## src/rtl/vga_text_fetch.sv

```systemverilog
// Text-mode pixel fetch: character RAM -> font ROM -> RGB332 with aligned syncs, latency 4 clocks.
// Optional blinking underline cursor compiled in with VGA_TEXT_CURSOR_EN.
module vga_text_fetch #(
    parameter logic [7:0] FG_COLOR = 8'hFF,
    parameter logic [7:0] BG_COLOR = 8'h00,
    parameter int         COLS     = 50
) (
    input  logic        clk,
    input  logic        n_reset,
    input  logic [8:0]  pix,
    input  logic [8:0]  line,
    input  logic        visible,
    input  logic        h_sync_in,
    input  logic        v_sync_in,
    output logic [10:0] vram_addr,
    input  logic [7:0]  vram_rdata,
    output logic [10:0] font_addr,
    input  logic [7:0]  font_rdata,
    output logic [7:0]  rgb,
    output logic        h_sync,
    output logic        v_sync
`ifdef VGA_TEXT_CURSOR_EN
    ,
    input  logic [5:0]  cursor_col,
    input  logic [5:0]  cursor_row,
    input  logic        cursor_on
`endif
);

    localparam logic [10:0] COLS_W = 11'(COLS);
`ifdef VGA_TEXT_CURSOR_EN
    localparam int GROW_DEPTH = 4;
`else
    localparam int GROW_DEPTH = 2;
`endif

    // Index 0 is the newest stage; the top index carries data sampled 4 (or 2) edges ago.
    logic [3:0][2:0]            bit_sel_d;
    logic [GROW_DEPTH-1:0][2:0] grow_d;
    logic [3:0]                 vis_d;
    logic [3:0]                 hs_d;
    logic [3:0]                 vs_d;

    logic [10:0] vram_addr_s;
    logic [7:0]  rgb_s;
    logic        bit_on_s;
    logic        cursor_hit_s;

`ifdef VGA_TEXT_CURSOR_EN
    logic [3:0][5:0] col_d;
    logic [3:0][5:0] row_d;
    logic [4:0]      frame_cnt;
    logic            vs_in_prev;

    // Frame counter advances on each rising edge of the incoming vertical sync.
    always_ff @(negedge clk) begin
        if (!n_reset) begin
            frame_cnt  <= 5'd0;
            vs_in_prev <= 1'b0;
            col_d      <= '0;
            row_d      <= '0;
        end else begin
            vs_in_prev <= v_sync_in;
            if (v_sync_in && !vs_in_prev) begin
                frame_cnt <= frame_cnt + 5'd1;
            end else begin
                frame_cnt <= frame_cnt;
            end
            col_d <= {col_d[2:0], pix[8:3]};
            row_d <= {row_d[2:0], line[8:3]};
        end
    end
`endif

    // Character address and pixel colour selection.
    always_comb begin
        vram_addr_s = {5'd0, line[8:3]} * COLS_W + {5'd0, pix[8:3]};
        bit_on_s    = font_rdata[3'd7 - bit_sel_d[3]];
`ifdef VGA_TEXT_CURSOR_EN
        cursor_hit_s = cursor_on && frame_cnt[4] &&
                       (col_d[3] == cursor_col) && (row_d[3] == cursor_row) &&
                       (grow_d[3][2:1] == 2'b11);
`else
        cursor_hit_s = 1'b0;
`endif
        if (!vis_d[3]) begin
            rgb_s = 8'h00;
        end else if (bit_on_s || cursor_hit_s) begin
            rgb_s = FG_COLOR;
        end else begin
            rgb_s = BG_COLOR;
        end
    end

    // Fetch pipeline: addresses every edge, side-band shifted so rgb and syncs stay aligned.
    always_ff @(negedge clk) begin
        if (!n_reset) begin
            vram_addr <= 11'd0;
            font_addr <= 11'd0;
            rgb       <= 8'h00;
            h_sync    <= 1'b0;
            v_sync    <= 1'b0;
            bit_sel_d <= '0;
            grow_d    <= '0;
            vis_d     <= 4'd0;
            hs_d      <= 4'd0;
            vs_d      <= 4'd0;
        end else begin
            vram_addr <= vram_addr_s;
            font_addr <= {vram_rdata, grow_d[1]};
            rgb       <= rgb_s;
            h_sync    <= hs_d[3];
            v_sync    <= vs_d[3];
            bit_sel_d <= {bit_sel_d[2:0], pix[2:0]};
            grow_d    <= {grow_d[GROW_DEPTH-2:0], line[2:0]};
            vis_d     <= {vis_d[2:0], visible};
            hs_d      <= {hs_d[2:0], h_sync_in};
            vs_d      <= {vs_d[2:0], v_sync_in};
        end
    end

endmodule

```

## config.mk

```make
export PLATFORM = sky130hd
export DESIGN_NAME = vga_text_fetch
export DESIGN_NICKNAME = d
export VERILOG_FILES = /design/src/rtl/vga_text_fetch.sv
export SDC_FILE = /design/constraint.sdc
export NUM_CORES = 1
export LEC_CHECK = 0
export BUFFER_PORTS_ARGS = -buffer_cell sky130_fd_sc_hd__buf_2
export CAP_MARGIN = 20
export CELL_PAD_IN_SITES_DETAIL_PLACEMENT = 0
export CELL_PAD_IN_SITES_GLOBAL_PLACEMENT = 1
export CORE_MARGIN = 10
export CORE_UTILIZATION = 36
export CTS_BUF_LIST = sky130_fd_sc_hd__clkbuf_8
export DETAILED_ROUTE_END_ITERATION = 8
export PLACE_DENSITY = 0.87
export SYNTH_ARGS = -nofsm -noshare
export SYNTH_HDL_FRONTEND = slang
export SYNTH_SLANG_ARGS = --single-unit
```

## constraint.sdc

```tcl
create_clock -name clk -period 2.6 [get_ports clk]
set_input_delay 0.13 -clock clk [delete_from_list [all_inputs] [get_ports clk]]
set_output_delay 0.13 -clock clk [all_outputs]
set_load 0.005 [all_outputs]
```

==> flow_metrics.env <==
export IMPL_status="finished, violations left"
export IMPL_violations="negative setup slack"
export IMPL_syn_area_sq_um=2250
export IMPL_synth_cell_type_count=27
export IMPL_yosys_area_top_type="dfxtp_1"
export IMPL_first_pass_iters=4
export IMPL_core_sq_um=5990
export IMPL_start_util=0.375
export IMPL_grt_total_usage=0.105
export IMPL_multi_input_area_sq_um=1280
export IMPL_ys_top_cells_by_area="dfxtp_1, and2_1, ha_1, xnor2_1, buf_4"
export IMPL_ys_seq_elements=55
export IMPL_worst_hold_path_type="flip-flop to flip-flop"
export IMPL_clockBufferDepth=2
export IMPL_crit_fanout=3
export IMPL_grt_antenna_before_repair=0
export IMPL_dr_first_iter_drc_count=36
export IMPL_syn_num_nets=268
export IMPL_die_h_microns=99.0
export IMPL_r2r_cells=3
export IMPL_dp_final_hpwl_microns=3690
export IMPL_fin_skew_ps=7.46
export IMPL_report_final_slew_viol_count=0
export IMPL_syn_inst=202
export IMPL_cp_required_ps=1550
export IMPL_wl_microns=5010
export IMPL_syn_to_final_growth_pct=51.5
export IMPL_preCtsSetupSlack_ps=-1110
export IMPL_htreeDepth=2
export IMPL_avgSynthCellArea_sq_um=11.1
export IMPL_vias=1789
export IMPL_wl_per_cell_microns=11.9
export IMPL_pin_count=71
export IMPL_min_path_cells=1
export IMPL_portBuffers=70
export IMPL_grt_pass1_vias=2062
export IMPL_layout_nets=412
export IMPL_die_x_microns=99.0
export IMPL_fill_cells=517
export IMPL_num_antenna_cells=0
export IMPL_maxCapViolations=0
export IMPL_ff_latch_area_sq_um=1100
export IMPL_relSlewSlack=0.828
export IMPL_holdWs_ps=423
export IMPL_setup_slack_ps=-639
export IMPL_gp_congestion=0.782
export IMPL_synth_yosys_seq_area_share=0.490
export IMPL_cts_buffers=5
export IMPL_cts_sinks=55
export IMPL_drive_gt1_frac=0.403
export IMPL_r2r_start="bit_sel_d[9]$_SDFF_NN0_"
export IMPL_finalHoldViolations=0
export IMPL_setup_tns_ps=-2570
export IMPL_p_leak_nw=1.78
export IMPL_grt_start_max_net_pins=56
export IMPL_worstSkewPairLatency_ps=370
export IMPL_ctsHoldBuffers=0
export IMPL_setup_viol=6
export IMPL_worst_pin_slew_ps=256
export IMPL_clk_pin_slew_worst_paths_ps=40
export IMPL_ff2ff_setup_slack_ps=1440
export IMPL_yosysTopAreaCellShare=0.490
export IMPL_dp_cells=355
export IMPL_final_cell_mix="buf_2, inv_1, dfxtp_1"
export IMPL_grt_pass1_wl_microns=8530
export IMPL_yosysWarnings=0
export IMPL_powerDensity_nw_per_um2=671
export IMPL_cts_tree="yes"
export IMPL_critPathLaunchType="primary input"
export IMPL_worst_ep_arrival_time_ps=2190
export IMPL_antenna_left=0
export IMPL_hold_path_endpoint="bit_sel_d[8]$_SDFF_NN0_"
export IMPL_dieArea_sq_um=9800
export IMPL_vdd_drop_max_uv=422
export IMPL_endpoint_kind="flip-flop"
export IMPL_rows=28
export IMPL_route_detailed_drc=0
export IMPL_rsz0062_at_grt="yes"
export IMPL_power_total_w=0.00228
export IMPL_mostFrequentLayoutCell="buf_2"
export IMPL_finalNonFillerCells=422
export IMPL_via_per_inst=4.24
export IMPL_rr_endpoint="rgb[6]$_SDFF_NN0_"
export IMPL_path_class="primary input to flip-flop"
export IMPL_gr_total_overflow=0
export IMPL_holdCritStartpoint="bit_sel_d[5]$_SDFF_NN0_"
export IMPL_cts_root_buf="clkbuf_8"
[synth_stat cells, drive strengths merged]
cell	number
a211oi	3
a21o	3
a21oi	4
and2	50
and3b	1
buf	7
clkbuf	5
dfxtp	55
fa	2
ha	25
inv	11
mux2i	1
mux4	2
nand2	2
nand2b	1
nand3	1
nand4	1
nor2	5
nor2b	3
nor3b	1
o211ai	1
o21ai	5
o21bai	2
xnor2	8
xor2	3
[worst max path at each step]
stage | start | endpoint | cells past startpoint | slack, ps
after floorplan | line[5] | vram_addr[10]$_SDFF_NN0_ | 11 | -870
after global placement | line[4] | vram_addr[10]$_SDFF_NN0_ | 12 | -1030
after detailed placement | line[4] | vram_addr[10]$_SDFF_NN0_ | 12 | -1110
after CTS | line[4] | vram_addr[10]$_SDFF_NN0_ | 12 | -660
after global routing | line[4] | vram_addr[10]$_SDFF_NN0_ | 12 | -700
final | line[4] | vram_addr[10]$_SDFF_NN0_ | 12 | -640
[cells by family after synthesis]
group,after synthesis,synth area share
DFF,55,0.490
xor gates and xnor gates,11,0.0429
adders and majority gates,27,0.157
AOI/OAI and AO/OA,18,0.0612
and+or+nand+nor,65,0.174
buffers and inverters,23,0.0501
muxes,3,0.0245
[state kept, by name, summed over array words and instances, names as in the netlist]
signal and cells:
v_sync 1, vis_d 4, vram_addr 11, h_sync 1
vs_d 4, grow_d 6, hs_d 4, rgb 1
font_addr 11, bit_sel_d 12
[layer usage]
metal  track usage  vias up  wire (microns)
met4        0.0540        0              37
met5             0        -               0
met1        0.0990      804            2050
met3        0.0698        2             493
met2         0.172       53            2440
li1              -      930               -
[critical path, cell delays in order]
cell	delay, ps
buf_8	110
ha_4	260
ha_4	200
ha_4	260
inv_2	30
fa_2	340
nand2b_4	150
a21oi_2	130
xor2_1	190
nand4_1	130
xnor2_1	140
and2_1	130
[timing repair]
action / CTS / global route
resized for setup: 16 / 12
setup endpoints to repair: 6 / 7
buffers inserted: 4 / 4
pin swaps: 7 / 4
[report_power, final]
part / total (W) / switching, W / leakage, nW / internal (W)
logic: 0.000579 / 0.000247 / 0.990 / 0.000332
registers: 0.000925 / 0.0000153 / 0.453 / 0.000910
clock network: 0.000780 / 0.000476 / 0.340 / 0.000305
[through the flow]
stage,util,cell area (sq um)
after detailed placement,0.489,2930
final,0.568,3400
after floorplan,-,2390
after global placement,0.489,2930
after global routing,0.568,3400
after CTS,0.558,3340
[cell type report]
cell class	count	area share
well taps	75	0.0276
multi-input cells	124	0.377
inverters	10	0.0110
clock buffers	5	0.0202
clock inverters	58	0.0673
repair buffers	95	0.174
flip-flops and latches	55	0.323
Note: power is estimated with default switching activity, not from simulation.
